$ cat config.mk
export PLATFORM = sky130hd
export DESIGN_NAME = ahb_mtx_decoder_gen_flat
export DESIGN_NICKNAME = d
export VERILOG_FILES = /design/src/rtl/ahb_mtx_decoder_gen_pkg.sv /design/src/rtl/ahb_mtx_decoder_gen_if.sv /design/src/rtl/ahb_mtx_decoder_gen_default_slave.sv /design/src/rtl/ahb_mtx_decoder_gen.sv /design/src/flat_wrapper.sv
export SDC_FILE = /design/constraint.sdc
export NUM_CORES = 1
export LEC_CHECK = 0
export ABC_AREA = 1
export CORE_AREA = 5 5 151 153
export CTS_CLUSTER_DIAMETER = 60
export DETAILED_ROUTE_END_ITERATION = 10
export DIE_AREA = 0 0 156 158
export DONT_BUFFER_PORTS = 1
export GPL_TIMING_DRIVEN = 0
export PLACE_DENSITY = 0.32
export SETUP_SLACK_MARGIN = 0.15
export SYNTH_ARGS = -nofsm -noshare
export SYNTH_HDL_FRONTEND = slang
export SYNTH_HIERARCHICAL = 1
export SYNTH_SLANG_ARGS = --single-unit
export TNS_END_PERCENT = 10
$ cat constraint.sdc
create_clock -name HCLK -period 2.5 [get_ports HCLK]
set_input_delay 0.75 -clock HCLK [delete_from_list [all_inputs] [get_ports HCLK]]
set_output_delay 0.75 -clock HCLK [all_outputs]
set_load 0.01 [all_outputs]
$ cat src/rtl/ahb_mtx_decoder_gen_pkg.sv
// ---------------------------------------------------------------------------
// ahb_mtx_gen_pkg
// Shared constants for the generic AHB matrix input-stage decoder:
//   - HTRANS encodings (IDLE/BUSY/NONSEQ/SEQ)
//   - HRESP encodings (OKAY/ERROR)
//   - default-slave FSM state encoding
//   - width of the decoded address field (HADDR[31:10])
// ---------------------------------------------------------------------------
package ahb_mtx_gen_pkg;

  localparam int DEC_W = 22;

  localparam logic [1:0] HTRANS_IDLE   = 2'b00;
  localparam logic [1:0] HTRANS_BUSY   = 2'b01;
  localparam logic [1:0] HTRANS_NONSEQ = 2'b10;
  localparam logic [1:0] HTRANS_SEQ    = 2'b11;

  localparam logic [1:0] HRESP_OKAY  = 2'b00;
  localparam logic [1:0] HRESP_ERROR = 2'b01;

  typedef enum logic [1:0] {
    DS_OKAY = 2'd0,
    DS_ERR1 = 2'd1,
    DS_ERR2 = 2'd2
  } ds_state_t;

endpackage

$ cat src/rtl/ahb_mtx_decoder_gen_if.sv
// ---------------------------------------------------------------------------
// ahb_mtx_decoder_gen_if
// Input-stage side of the matrix decoder.
//   master : the input stage (drives address phase, HREADYS; sees responses)
//   slave  : the decoder (sees address phase; drives muxed responses)
// Signals:
//   HREADYS, sel_dec, decode_addr_dec[21:0], trans_dec[1:0]  (input stage -> decoder)
//   active_dec, HREADYOUTS, HRESPS[1:0], HRDATAS, HRUSERS     (decoder -> input stage)
// ---------------------------------------------------------------------------
interface ahb_mtx_decoder_gen_if;
  import ahb_mtx_gen_pkg::*;

  logic             HREADYS;
  logic             sel_dec;
  logic [DEC_W-1:0] decode_addr_dec;
  logic [1:0]       trans_dec;
  logic             active_dec;
  logic             HREADYOUTS;
  logic [1:0]       HRESPS;
  logic [31:0]      HRDATAS;
  logic [31:0]      HRUSERS;

  modport master (
    output HREADYS, sel_dec, decode_addr_dec, trans_dec,
    input  active_dec, HREADYOUTS, HRESPS, HRDATAS, HRUSERS
  );

  modport slave (
    input  HREADYS, sel_dec, decode_addr_dec, trans_dec,
    output active_dec, HREADYOUTS, HRESPS, HRDATAS, HRUSERS
  );

endinterface

$ cat src/rtl/ahb_mtx_decoder_gen_default_slave.sv
// ---------------------------------------------------------------------------
// ahb_mtx_gen_default_slave
// Default slave for unmapped addresses. IDLE/BUSY get a zero-wait OKAY;
// NONSEQ/SEQ get a two-cycle ERROR (HREADYOUT low then high, HRESP=ERROR).
// Ports:
//   HCLK, HRESET   clock, async active-high reset
//   hsel_i         default slave selected by the decoder
//   htrans_i       HTRANS of the address phase
//   hready_i       input-stage HREADY
//   hreadyout_o    HREADYOUT of the default slave
//   hresp_o        HRESP of the default slave
//   err_start_o    pulses when an ERROR response is being started
// ---------------------------------------------------------------------------
module ahb_mtx_gen_default_slave
  import ahb_mtx_gen_pkg::*;
(
  input  logic       HCLK,
  input  logic       HRESET,
  input  logic       hsel_i,
  input  logic [1:0] htrans_i,
  input  logic       hready_i,
  output logic       hreadyout_o,
  output logic [1:0] hresp_o,
  output logic       err_start_o
);

  ds_state_t state_q, state_d;
  logic      qualify;

  // A transfer only needs an ERROR when it is a real (NONSEQ/SEQ) transfer
  // accepted into the data phase.
  assign qualify = hsel_i & hready_i & htrans_i[1];

  // State register
  always_ff @(posedge HCLK or posedge HRESET) begin
    if (HRESET) state_q <= DS_OKAY;
    else        state_q <= state_d;
  end

  // Next state and response outputs. ERR1 always advances so the ERROR
  // response is exactly two cycles long.
  always_comb begin
    state_d     = state_q;
    hreadyout_o = 1'b1;
    hresp_o     = HRESP_OKAY;
    err_start_o = 1'b0;
    unique case (state_q)
      DS_OKAY: begin
        if (qualify) begin
          state_d     = DS_ERR1;
          err_start_o = 1'b1;
        end
      end
      DS_ERR1: begin
        hreadyout_o = 1'b0;
        hresp_o     = HRESP_ERROR;
        state_d     = DS_ERR2;
      end
      DS_ERR2: begin
        hresp_o = HRESP_ERROR;
        if (qualify) begin
          state_d     = DS_ERR1;
          err_start_o = 1'b1;
        end else begin
          state_d = DS_OKAY;
        end
      end
      default: state_d = DS_OKAY;
    endcase
  end

endmodule

$ cat src/rtl/ahb_mtx_decoder_gen.sv
// ---------------------------------------------------------------------------
// ahb_mtx_decoder_gen
// Input-stage decoder for the AHB bus matrix with NUM_PORTS output stages.
// Decodes HADDR[31:10] against per-port 1 KB-granular regions, drives a
// one-hot HSEL, muxes data-phase responses, and uses an internal ERROR
// default slave for unmapped addresses, capturing the first such address.
// Optional macro: AHB_MTX_DEC_ERR_CNT_EN adds a saturating err_cnt output.
// Ports:
//   HCLK, HRESET      clock, async active-high reset
//   bus (slave)       input-stage address phase in, muxed responses out
//   active_dec_i      per-port active flag
//   readyout_dec_i    per-port HREADYOUT
//   resp_dec_i        per-port HRESP (2 bits each)
//   rdata_dec_i       per-port HRDATA (32 bits each)
//   ruser_dec_i       per-port HRUSER (32 bits each)
//   sel_dec_o         one-hot HSEL to output stages
//   err_valid/err_addr sticky capture of first unmapped access
//   err_clr           clears the capture (and counter)
//   err_cnt           ERROR entry count (macro only)
// ---------------------------------------------------------------------------
module ahb_mtx_decoder_gen
  import ahb_mtx_gen_pkg::*;
#(
  parameter int                       NUM_PORTS    = 4,
  parameter logic [DEC_W*NUM_PORTS-1:0] REGION_BASE  = {NUM_PORTS{22'h0}},
  parameter logic [DEC_W*NUM_PORTS-1:0] REGION_LIMIT = {NUM_PORTS{22'h3f}},
  parameter int                       PW           = $clog2(NUM_PORTS+1)
) (
  input  logic                    HCLK,
  input  logic                    HRESET,
  ahb_mtx_decoder_gen_if.slave    bus,
  input  logic [NUM_PORTS-1:0]    active_dec_i,
  input  logic [NUM_PORTS-1:0]    readyout_dec_i,
  input  logic [2*NUM_PORTS-1:0]  resp_dec_i,
  input  logic [32*NUM_PORTS-1:0] rdata_dec_i,
  input  logic [32*NUM_PORTS-1:0] ruser_dec_i,
  output logic [NUM_PORTS-1:0]    sel_dec_o,
  output logic                    err_valid,
  output logic [DEC_W-1:0]        err_addr,
`ifdef AHB_MTX_DEC_ERR_CNT_EN
  output logic [15:0]             err_cnt,
`endif
  input  logic                    err_clr
);

  localparam logic [PW-1:0] DFT_PORT = PW'(NUM_PORTS);

  logic [PW-1:0]    hit_port;
  logic [PW-1:0]    addr_port;
  logic [PW-1:0]    data_port_q;
  logic             sel_dft;
  logic             ds_readyout;
  logic [1:0]       ds_resp;
  logic             err_start;
  logic             err_valid_q, err_valid_d;
  logic [DEC_W-1:0] err_addr_q, err_addr_d;

  // Region match: scanning from the top down lets the lowest matching index
  // win on overlaps. IDLE keeps the previous data-phase port so HSEL does not
  // hop between ports on idle cycles.
  always_comb begin
    hit_port = DFT_PORT;
    for (int i = NUM_PORTS-1; i >= 0; i--) begin
      if ((REGION_BASE[DEC_W*i +: DEC_W] <= bus.decode_addr_dec) &&
          (bus.decode_addr_dec <= REGION_LIMIT[DEC_W*i +: DEC_W]))
        hit_port = PW'(i);
    end
    addr_port = (bus.trans_dec == HTRANS_IDLE) ? data_port_q : hit_port;
  end

  // One-hot HSEL and active flag for the address-phase port; the default
  // slave is always considered active.
  always_comb begin
    sel_dec_o      = '0;
    bus.active_dec = 1'b1;
    for (int i = 0; i < NUM_PORTS; i++) begin
      if (addr_port == PW'(i)) begin
        sel_dec_o[i]   = bus.sel_dec;
        bus.active_dec = active_dec_i[i];
      end
    end
  end

  assign sel_dft = bus.sel_dec & (addr_port == DFT_PORT);

  // Data-phase port follows the input-stage HREADY, so it only advances when
  // the current data phase has completed.
  always_ff @(posedge HCLK or posedge HRESET) begin
    if (HRESET)           data_port_q <= '0;
    else if (bus.HREADYS) data_port_q <= addr_port;
  end

  // Response mux back to the input stage; default slave returns zero data.
  always_comb begin
    bus.HREADYOUTS = ds_readyout;
    bus.HRESPS     = ds_resp;
    bus.HRDATAS    = '0;
    bus.HRUSERS    = '0;
    for (int i = 0; i < NUM_PORTS; i++) begin
      if (data_port_q == PW'(i)) begin
        bus.HREADYOUTS = readyout_dec_i[i];
        bus.HRESPS     = resp_dec_i[2*i +: 2];
        bus.HRDATAS    = rdata_dec_i[32*i +: 32];
        bus.HRUSERS    = ruser_dec_i[32*i +: 32];
      end
    end
  end

  ahb_mtx_gen_default_slave u_dft (
    .HCLK        (HCLK),
    .HRESET      (HRESET),
    .hsel_i      (sel_dft),
    .htrans_i    (bus.trans_dec),
    .hready_i    (bus.HREADYS),
    .hreadyout_o (ds_readyout),
    .hresp_o     (ds_resp),
    .err_start_o (err_start)
  );

  // Sticky first-error capture; a clear drops any error arriving with it.
  always_comb begin
    err_valid_d = err_valid_q;
    err_addr_d  = err_addr_q;
    if (err_clr) begin
      err_valid_d = 1'b0;
      err_addr_d  = '0;
    end else if (err_start && !err_valid_q) begin
      err_valid_d = 1'b1;
      err_addr_d  = bus.decode_addr_dec;
    end
  end

  always_ff @(posedge HCLK or posedge HRESET) begin
    if (HRESET) begin
      err_valid_q <= 1'b0;
      err_addr_q  <= '0;
    end else begin
      err_valid_q <= err_valid_d;
      err_addr_q  <= err_addr_d;
    end
  end

  assign err_valid = err_valid_q;
  assign err_addr  = err_addr_q;

`ifdef AHB_MTX_DEC_ERR_CNT_EN
  logic [15:0] err_cnt_q, err_cnt_d;

  // Counts every ERROR entry, saturating; clear wins over an increment.
  always_comb begin
    err_cnt_d = err_cnt_q;
    if (err_clr)                              err_cnt_d = '0;
    else if (err_start && err_cnt_q != 16'hFFFF) err_cnt_d = err_cnt_q + 16'd1;
  end

  always_ff @(posedge HCLK or posedge HRESET) begin
    if (HRESET) err_cnt_q <= '0;
    else        err_cnt_q <= err_cnt_d;
  end

  assign err_cnt = err_cnt_q;
`endif

endmodule

$ cat src/flat_wrapper.sv
// flat-port wrapper written by rule: the top's interface ports become plain ports
module ahb_mtx_decoder_gen_flat import ahb_mtx_gen_pkg::*;
#(
  parameter int                       NUM_PORTS    = 4,
  parameter logic [DEC_W*NUM_PORTS-1:0] REGION_BASE  = {NUM_PORTS{22'h0}},
  parameter logic [DEC_W*NUM_PORTS-1:0] REGION_LIMIT = {NUM_PORTS{22'h3f}},
  parameter int                       PW           = $clog2(NUM_PORTS+1)
)
  (HCLK, HRESET, active_dec_i, readyout_dec_i, resp_dec_i, rdata_dec_i, ruser_dec_i, sel_dec_o, err_valid, err_addr, err_clr, bus_HREADYS, bus_sel_dec, bus_decode_addr_dec, bus_trans_dec, bus_active_dec, bus_HREADYOUTS, bus_HRESPS, bus_HRDATAS, bus_HRUSERS);
  ahb_mtx_decoder_gen_if bus_i ();
  input  logic HCLK;
  input  logic HRESET;
  input  logic [NUM_PORTS-1:0] active_dec_i;
  input  logic [NUM_PORTS-1:0] readyout_dec_i;
  input  logic [2*NUM_PORTS-1:0] resp_dec_i;
  input  logic [32*NUM_PORTS-1:0] rdata_dec_i;
  input  logic [32*NUM_PORTS-1:0] ruser_dec_i;
  output logic [NUM_PORTS-1:0] sel_dec_o;
  output logic err_valid;
  output logic [DEC_W-1:0] err_addr;
  input  logic err_clr;
  input wire logic [$bits(bus_i.HREADYS)-1:0] bus_HREADYS;
  input wire logic [$bits(bus_i.sel_dec)-1:0] bus_sel_dec;
  input wire logic [$bits(bus_i.decode_addr_dec)-1:0] bus_decode_addr_dec;
  input wire logic [$bits(bus_i.trans_dec)-1:0] bus_trans_dec;
  output wire logic [$bits(bus_i.active_dec)-1:0] bus_active_dec;
  output wire logic [$bits(bus_i.HREADYOUTS)-1:0] bus_HREADYOUTS;
  output wire logic [$bits(bus_i.HRESPS)-1:0] bus_HRESPS;
  output wire logic [$bits(bus_i.HRDATAS)-1:0] bus_HRDATAS;
  output wire logic [$bits(bus_i.HRUSERS)-1:0] bus_HRUSERS;
  assign bus_i.HREADYS = bus_HREADYS;
  assign bus_i.sel_dec = bus_sel_dec;
  assign bus_i.decode_addr_dec = bus_decode_addr_dec;
  assign bus_i.trans_dec = bus_trans_dec;
  assign bus_active_dec = bus_i.active_dec;
  assign bus_HREADYOUTS = bus_i.HREADYOUTS;
  assign bus_HRESPS = bus_i.HRESPS;
  assign bus_HRDATAS = bus_i.HRDATAS;
  assign bus_HRUSERS = bus_i.HRUSERS;
  ahb_mtx_decoder_gen #(.NUM_PORTS(NUM_PORTS), .REGION_BASE(REGION_BASE), .REGION_LIMIT(REGION_LIMIT), .PW(PW)) u_core (.HCLK(HCLK), .HRESET(HRESET), .bus(bus_i), .active_dec_i(active_dec_i), .readyout_dec_i(readyout_dec_i), .resp_dec_i(resp_dec_i), .rdata_dec_i(rdata_dec_i), .ruser_dec_i(ruser_dec_i), .sel_dec_o(sel_dec_o), .err_valid(err_valid), .err_addr(err_addr), .err_clr(err_clr));
endmodule
== After elaboration in Yosys (flattened, before gate mapping) ==
Cells that the tools add are included.
Storage, ports and cells
  output and inout bits: 95
  input bits: 301
  flip-flop bits (word level): 28
Cells by class
  $lt $le $gt $ge: 2
  bitwise operators: 3
  reduce and logical (&&, ||, !) cells: 10
  equal/unequal tests: 10
  mux-type cells: 37
Operator list (number)
  32-bit 2-to-1 mux: 8
  22-bit 2-to-1 mux: 2
  1-bit by 22-bit less-or-equal comparator with 1-bit output (first input constant): 1
  22-bit by 6-bit less-or-equal comparator with 1-bit output (second input constant): 1
  1-bit 2-to-1 mux: 19
  3-bit by 2-bit equality test with 1-bit output (second input constant): 4
  2-bit 2-to-1 mux: 5
  3-bit by 1-bit equality test with 1-bit output (second input constant): 2
  3-bit logical NOT: 2
  3-bit 2-to-1 mux: 2
  2-bit case mux with 3 select lines: 1
  2-bit logical NOT: 2
  2-bit OR reduction: 2
  1-bit AND: 3
  3-bit equality test (second input constant): 1
  2-bit by 1-bit equality test with 1-bit output (second input constant): 1
  2-bit equality test (second input constant): 1
  1-bit logical AND: 2
  2-bit inequality test (second input constant): 1
  2-bit nonzero test: 1
  1-bit logical NOT: 1

== Depth between registers and ports, before layout ==
Gate-level depths: netlist of the first run.
  depth after elaboration: 13
  gate-level depth with buffers: 13
  mapped depth without buffers: 12

== Modules after synthesis ==
The synthesis of the first run kept the hierarchy.
By module, submodules not included
  ahb_mtx_decoder_gen: area each 2974.1 um^2, times used 1, cells an instance 544, sequential area each 650.6 um^2
  ahb_mtx_gen_default_slave: area each 212.7 um^2, times used 1, cells an instance 29, sequential area each 50.0 um^2

== Least setup slack after synthesis of the first run ==
OpenSTA, ideal clock, no wires.
  kind: input-to-reg
  start: input bus_trans_dec[1]
  end: register u_core.err_addr_q[10] (netlist: u_core/err_addr[10])
  data arrival time: 2.275 ns
  slack: 0.095 ns
  setup time: 0.130 ns
  stages on the path: 9
  path through: nor2_1 > nand2_1 > a21oi_1 > nand3_2 > a21oi_1 > inv_1 > o21ai_1 > clkbuf_1 > o21ai_0
Between the ends
  word-level cells in the longest chain between the ends: 10
RTL lines
  from (decl): RTL line flat_wrapper.sv:25  | input wire logic [$bits(bus_i.trans_dec)-1:0] bus_trans_dec;
  2-bit logical NOT: RTL line ahb_mtx_decoder_gen.sv:68  | addr_port = (bus.trans_dec == HTRANS_IDLE) ? data_port_q : hit_port;
  3-bit 2-to-1 mux: RTL line ahb_mtx_decoder_gen.sv:68
  3-bit equality test: RTL line ahb_mtx_decoder_gen.sv:84  | assign sel_dft = bus.sel_dec & (addr_port == DFT_PORT);
  1-bit AND: RTL line ahb_mtx_decoder_gen.sv:84
  net u_core.sel_dft: RTL line ahb_mtx_decoder_gen.sv:51  | logic sel_dft;
  1-bit AND (2 in a row): RTL line ahb_mtx_decoder_gen_default_slave.sv:32  | assign qualify = hsel_i & hready_i & htrans_i[1];
  1-bit 2-to-1 mux: RTL line ahb_mtx_decoder_gen_default_slave.sv:49, ahb_mtx_decoder_gen_default_slave.sv:61
  1-bit 2-to-1 mux
  net u_core.err_start: RTL line ahb_mtx_decoder_gen.sv:54  | logic err_start;
  1-bit logical AND: RTL line ahb_mtx_decoder_gen.sv:127  | end else if (err_start && !err_valid_q) begin
  2-bit nonzero test (no source line)
  to (signal assigned): RTL line ahb_mtx_decoder_gen.sv:139  | err_addr_q <= err_addr_d;
  to (decl): RTL line ahb_mtx_decoder_gen.sv:56  | logic [DEC_W-1:0] err_addr_q, err_addr_d;
The timed path passes the listed nets, and every way through them passes these cells.
A chain may end at the register's enable or synchronous reset.

== Worst setup path after layout of the first run ==
  start: register u_core.data_port_q[2]
  end: output bus_HRESPS[1]
Between the ends
  word-level cells in the longest chain between the ends: 5
RTL lines
  from (decl): RTL line ahb_mtx_decoder_gen.sv:50  | logic [PW-1:0] data_port_q;
  from (signal assigned): RTL line ahb_mtx_decoder_gen.sv:90  | else if (bus.HREADYS) data_port_q <= addr_port;
  3-bit logical NOT: RTL line ahb_mtx_decoder_gen.sv:100  | if (data_port_q == PW'(i)) begin
  2-bit 2-to-1 mux (3 in a row): RTL line ahb_mtx_decoder_gen.sv:100
  2-bit 2-to-1 mux (*): RTL line ahb_mtx_decoder_gen.sv:100
  to (decl): RTL line flat_wrapper.sv:28  | output wire logic [$bits(bus_i.HRESPS)-1:0] bus_HRESPS;
Every way passes the cells marked *; elsewhere a longest branch is shown, timed or not.

==> impl_results.md, run 1 <==
* Root Driver: clkbuf_16
* Post-synth EDFFs at 0
* Via/cell ratio at 4.69
* Slew Viols, Final at 0
* Crit path largest cell delay at 0.41 ns
* Final antenna diode count at 0
* Largest net degree at the start of global routing at 27
* Core area at 21,400 um2
* 1st-pass router iterations at 4
* WP buf/inv at 2
* Avg Cell Area, Syn at 5.56 um2
* Routed Antenna Nets at 0
* Minimum clock period at 2.45 ns
* Post-synthesis cell count at 573
* Status: finished, final reports clean
* Grt ovf at 0
* RSZ-0062 raised after global routing: yes
* Pwr Total at 1.60 mW
* Vias in the first global route at 3,922
* Slew headroom at 28.6%
* Crit path max-delay family: simple AND/OR/NAND/NOR gates
* Fin worst setup slack at 0.0517 ns
* Power density over cell area at 360 nW/um2
* Top-count cell post-synth: nand2_1
* Gpl congestion at 0.797
* Pre-CTS setup slack at -0.346 ns
* Mean routed wirelength per cell at 21.4 um
* Rows at 54
* Crit end category: output pin
* Die area at 24,600 um2
* Layout cells sized above 1 at 22.9%
* Die height at 158 um
* Placed cell count at 853
* Layout area overhead at 39.5%
* DRC at 0
* Synth top cells by count: nand2_1 (223), nand3_1 (98), nand4_1 (66), inv_1 (44), dfrtp_1 (28)
* Post-synth cell types at 22
* DR vias at 4,135
* Clock transition at the registers of the reported paths at 0.07 ns
* Setup Skew at 0.00876 ns
* Worst EP required at 1.75 ns
* FF+latch count, synth at 28
* Largest cells by area after synthesis: nand2_1 (26%), dfrtp_1 (22%), nand3_1 (15%), nand4_1 (13%), inv_1 (5.2%)
* Syn nets at 879
* Post-synth top area share at 26.3%
* Crit start category: flip-flop
* Ports at 396
* Post-synth top flop: dfrtp_1
* Final setup vio count at 0
* Final period utilization at 97.9%
* Chip width at 156 um
* Yosys warns at 6
* Final HPWL DP at 15,500 um
* Final core utilization at 20.8%
* Initial antenna violation count at 1
* Maximum level of the CTS H-tree at 1
* Starting Density at 14.9%
* Slew @ Worst Pin at 1.07 ns
* Setup Crit Path Kind: flip-flop to output pin
* Number of clock sinks at 28
* Total GRT Usage at 13.1%
* Yosys top cell by area: nand2_1
* Final Net Count at 909
* Leakage power at 1.83 nW
* WP data arrival at 1.70 ns
* Max_cap viols at 0
* Crit path max fanout at 6
* Post-synthesis sequential area ratio at 22.0%
* Hold Crit Class: primary input to asynchronous set/reset pin
* Inserted Clock Buffers at 3
* Count of input and output buffers at 0
* Post-route non-filler standard cell count at 882
* Ys async rst share at 100%
* CP cell instances: buf_6 > nor2_4 > nand2_4 > buf_12 > or2_2 > nand3_2 > nand2_2
* Final WL at 18,900 um
* CTS tree: built
* Synthesized area at 3190 um2
* CTS max path bufs at 2
* Global-route wire length before repair at 24,800 um
* F_max at 0.408 GHz
* DR iter-0 viols at 236
* Fillers at 2,469
* CP max stage cell: dfrtp_1
* Final hold vios at 0
* Worst vdd ir at 0.274 mV
* Clk_lat worst skew at 0.26 ns
[worst paths after layout]
check,startpoint,cells past startpoint,slack (ns),endpoint
setup / recovery,u_core/data_port_q[2],7,0.05,bus_HRESPS[1]
hold / removal,HRESET,1,0.21,u_core/u_dft/state_q[1]
setup reg to reg,u_core/data_port_q[0],10,0.23,u_core/err_addr[9]
hold reg to reg,u_core/err_addr[16],2,0.59,u_core/err_addr[16]
max in group asynchronous,HRESET,1,1.15,u_core/data_port_q[1]
min in group HCLK,err_clr,1,0.54,u_core/err_valid
[cell usage in the layout, fill, tap and decap left out, drive strengths merged]
cell type,netlist,final
clkbuf,15,19
or2,5,5
a21oi,2,2
inv,48,47
clkinv,0,1
ha,5,5
nor2,26,26
o211ai,3,3
dfrtp,28,28
nand2,224,224
nand4,66,66
buf,26,50
bufinv,0,1
nand3,99,99
o21ai,25,25
conb,1,1
[what timing repair did]
action | 4_1_cts | 5_1_grt
cloned | 0 | 2
hold buffers | 0 | 0
setup endpoints to repair | 91 | 92
pin swaps | 17 | 97
gates resized for setup | 74 | 107
buffers inserted | 15 | 8
[sequential cells by signal (all words and copies together), names as in the netlist]
signal	count
u_core/u_dft/state_q	2
u_core/err_addr	22
u_core/data_port_q	3
u_core/err_valid	1
[per-layer routing]
metal / share of wire (%) / global-route usage [%] / routed length [um]
met5: 0.037 / 0 / 7
met4: 0.55 / 1.13 / 104
met3: 9.2 / 2.93 / 1740
met2: 51 / 23.3 / 9710
met1: 39 / 16.8 / 7320
[through the flow]
step	hold slack (ns)	TNS [ns]	area, um2
after floorplan	0.491	0	3190
final	0.210	0	4450
after CTS	0.201	0	3990
after global routing	0.209	-0.0583	4450
after global placement	0.500	-9.97	3540
after detailed placement	0.496	-8.27	3540
[report_power, final]
part / internal (mW) / leakage (nW) / switching [mW] / total (mW)
Combinational: 0.203 / 1.42 / 0.342 / 0.544
Sequential: 0.507 / 0.362 / 0.0727 / 0.580
Clock: 0.319 / 0.0511 / 0.158 / 0.477
[cell families (layout without fill, tap and decap cells)]
group	Yosys count	count (layout)	synth area share (%)
simple gates	420	420	59.3
buf+inv	89	118	11.7
compound gates	30	30	4.95
flops	28	28	22.0
fa+ha+maj	5	5	1.96
other cells	1	1	0.118
[worst register-to-register path: stages (launching register included)]
cell and delay (ns):
dfrtp_2 0.45, o21ai_0 0.27, nand2_1 0.17, a21oi_2 0.17, nand3_2 0.13, a21oi_1 0.22
inv_1 0.10, o21ai_4 0.22, clkbuf_4 0.25, nand3_1 0.10, o21ai_0 0.11
[area by class of cell]
| class | count | area [um2] | area share (%) |
|---|---|---|---|
| plain buffers | 41 | 454 | 10.2 |
| clock buffers | 3 | 75.1 | 1.69 |
| clock inverters | 1 | 30.0 | 0.675 |
| inverters | 48 | 203 | 4.56 |
| multi-input cells | 456 | 2360 | 53.2 |
| flip-flops and latches | 28 | 703 | 15.8 |
| well taps | 280 | 350 | 7.88 |
| repair buffers | 25 | 267 | 5.99 |
(Power assumes the default switching activity.)
==> run 2: changes to the inputs <==
ABC_AREA = unset   (was 1)
CORE_AREA = 5 5 150 152   (was 5 5 151 153)
CTS_BUF_LIST = sky130_fd_sc_hd__clkbuf_2 sky130_fd_sc_hd__clkbuf_4 sky130_fd_sc_hd__clkbuf_8   (was unset)
DIE_AREA = 0 0 155 157   (was 0 0 156 158)
PLACE_DENSITY = 0.33   (was 0.32)
==> impl_results.md, run 2 <==
* Worst vdd ir at 0.191 mV (-30%)
* Leakage power at 1.34 nW (-27%)
* Crit path max fanout at 10 (+4)
* Final HPWL DP at 14,200 um (-8.8%)
* Routed Antenna Nets at 0 (unchanged)
* Syn nets at 571 (-35%)
* DR vias at 2,618 (-37%)
* Number of clock sinks at 28 (unchanged)
* Post-synth top flop: dfrtp_1
* Net Sw Power at 0.453 mW (-21%)
* Final setup vio count at 7 (+7)
* Rows at 53 (-1.9%)
* Gpl congestion at 0.826 (+3.7%)
* Largest cells by area after synthesis: mux4_2 (46%), dfrtp_1 (21%), nor2b_1 (12%), a22o_1 (5.8%), ha_1 (1.9%)
* Layout area overhead at 22.0%
* Setup Crit Path Kind: flip-flop to output pin
* Yosys top cell by area: mux4_2
* Count of input and output buffers at 0 (unchanged)
* Clock transition at the registers of the reported paths at 0.10 ns (+0.03 ns)
* Post-synth top area share at 45.9% (+20 points)
* Max_cap viols at 0 (unchanged)
* Crit start category: flip-flop
* Fin worst setup slack at -0.0237 ns (-0.0754 ns)
* Internal power at 0.842 mW (-18%)
* Reg2reg setup slack at 0.19 ns (-0.04 ns)
* RSZ-0062 raised after global routing: yes
* Die area at 24,300 um2 (-1.3%)
* Ys async rst share at 100% (unchanged)
* Starting Density at 16.0% (+1.1 points)
* FF+latch count, synth at 28 (unchanged)
* CTS tree: built
* Switch share at 35.0% (-0.76 points)
* Clk network pwr share at 21.8% (-8.0 points)
* Inserted Clock Buffers at 3 (unchanged)
* Ports at 396 (unchanged)
* Top-count cell post-synth: mux4_2
* Most common cell after layout, fill and taps aside: mux4_2
* Clk_lat worst skew at 0.27 ns (about the same)
* Post-synth cell types at 31 (+41%)
* Largest net degree at the start of global routing at 27 (unchanged)
* Max reg flops at 22 (unchanged)
* 1st-pass router iterations at 4 (unchanged)
* Final core utilization at 19.5% (-1.3 points)
* Final hold vios at 0 (unchanged)
* Slew headroom at 33.3% (+4.7 points)
* Power density over cell area at 318 nW/um2 (-12%)
* Post-synth EDFFs at 0 (unchanged)
* Final Net Count at 581 (-36%)
* Initial antenna violation count at 4 (+3)
* CTS max path bufs at 2 (unchanged)
* Combinational share of power at 37.0% (+3.0 points)
* Slew Viols, Final at 0 (unchanged)
* Yosys warns at 6 (unchanged)
* Grt ovf at 0 (unchanged)
* Post-synthesis sequential area ratio at 21.0% (-1.0 points)
* F_max at 0.396 GHz (-3.0%)
* Fin Setup TNS at -0.0941 ns (-0.0941 ns)
* Setup Skew at 0.00151 ns (-0.00725 ns)
* Synthesized area at 3340 um2 (+4.8%)
* DRC at 0 (unchanged)
* Most frequent cells in the layout: mux4_2 (68), nor2b_1 (56), dfrtp_1 (27)
* Layout cells sized above 1 at 46.4% (+23 points)
* Failing checks: setup timing
* Pre-CTS setup slack at -1.22 ns (-0.874 ns)
* Worst EP required at 1.75 ns (about the same)
* Maximum level of the CTS H-tree at 1 (unchanged)
* Global-route wire length before repair at 20,600 um (-17%)
* Avg Cell Area, Syn at 12.6 um2 (+130%)
* Core area at 20,900 um2 (-2.5%)
* Hold Crit Class: primary input to asynchronous set/reset pin
* Total GRT Usage at 11.3% (-1.8 points)
* Slew @ Worst Pin at 0.999 ns (-0.0707 ns)
* DR iter-0 viols at 136 (-42%)
* Final WL at 16,200 um (-14%)
* Reg2Reg Depth at 10 (unchanged)
* Final period utilization at 101% (+3.0 points)
* Mean routed wirelength per cell at 29.3 um (+37%)
* Crit end category: output pin
* Chip width at 155 um (-0.64%)
* Status: finished with violations
* Fillers at 2,297 (-7.0%)
* Via/cell ratio at 4.74 (+1.2%)
* Minimum clock period at 2.52 ns (+0.0754 ns)
* Post-synthesis cell count at 265 (-54%)
* Synth top cells by count: mux4_2 (68), nor2b_1 (64), dfrtp_1 (28), a22o_1 (22), clkbuf_1 (12)
* Die height at 157 um (-0.63%)
* WP data arrival at 1.77 ns (+0.07 ns)
* Flop pwr share at 41.2% (+5.0 points)
* Vias in the first global route at 2,875 (-27%)
* Root Driver: clkbuf_8
[run 2: path summary, 6_finish.rpt]
kind / from / end
setup / recovery: u_core/data_port_q[0] / bus_HRUSERS[24]
hold / removal: HRESET / u_core/u_dft/state_q[0]
setup reg to reg: u_core/data_port_q[1] / u_core/err_addr[2]
hold reg to reg: u_core/err_addr[1] / u_core/err_addr[1]
max in group asynchronous: HRESET / u_core/data_port_q[0]
min in group HCLK: err_clr / u_core/err_valid
[run 2: critical path: stages, from the launching register on]
cell     delay [ns]
dfrtp_2        0.42
buf_12         0.16
buf_12         0.16
mux4_2         0.54
nor2b_1        0.20
[run 2: power by group through the flow]
stage | clock, mW | sequential [mW] | combinational (mW)
4_1_cts | 0.292 | 0.535 | 0.473
6_report | 0.282 | 0.534 | 0.479
5_1_grt | 0.311 | 0.538 | 0.523
3_3_place_gp | 0 | 0.542 | 0.450
2_1_floorplan | 0 | 0.530 | 0.346
3_5_place_dp | 0 | 0.543 | 0.453
[run 2: cell type report]
class | instances | area, um2 | share of cell area (%)
multi-input combinational | 200 | 2610 | 63.9
timing repair buffer | 5 | 76.3 | 1.87
sequential | 28 | 702 | 17.2
inverter | 8 | 30.0 | 0.737
antenna | 3 | 7.51 | 0.184
buffer | 29 | 254 | 6.23
clock buffer | 4 | 55.1 | 1.35
tap | 275 | 344 | 8.45
[run 2: layer usage]
layer / wire length [um] / share of wire (%) / vias to the layer above / GRT usage, %
met5: 0 / 0 / - / 0
met4: 58 / 0.36 / 0 / 1.14
met3: 1880 / 12 / 4 / 4.23
met2: 8340 / 51 / 232 / 19.7
met1: 5920 / 37 / 1312 / 13.8
li1: - / - / 1070 / -
[run 2: per-stage QoR]
stage / instance area, um2 / power, mW / hold WS (ns) / std cells
finish: 4070 / 1.29 / 0.200 / 552
global route: 4070 / 1.37 / 0.190 / 550
CTS: 3880 / 1.30 / 0.196 / 544
detailed placement: 3680 / 0.996 / 0.499 / 540
global placement: 3680 / 0.993 / 0.496 / 540
floorplan: 3340 / 0.876 / 0.491 / 265
[run 2: kinds of logic after synthesis]
family / count (synthesis) / synth area share, %
other cells: 1 / 0.112
compound gates: 32 / 7.46
mux: 72 / 47.3
simple gates: 90 / 16.7
flops: 28 / 21.0
fa+ha+maj: 5 / 1.87
buf+inv: 37 / 5.58
[run 2: what timing repair did]
action	CTS	global route
gates resized for setup	38	29
buffers inserted	0	3
pin swaps	1	2
hold buffers	0	0
cloned	0	2
hold endpoints to repair	0	0
endpoints found under the setup margin	97	92
==> run 3: changes to the inputs <==
ABC_CLOCK_PERIOD_IN_PS = 2500   (was unset)
==> results of run 3 <==
Final layout, timing and power as in run 2 (identical DEF).
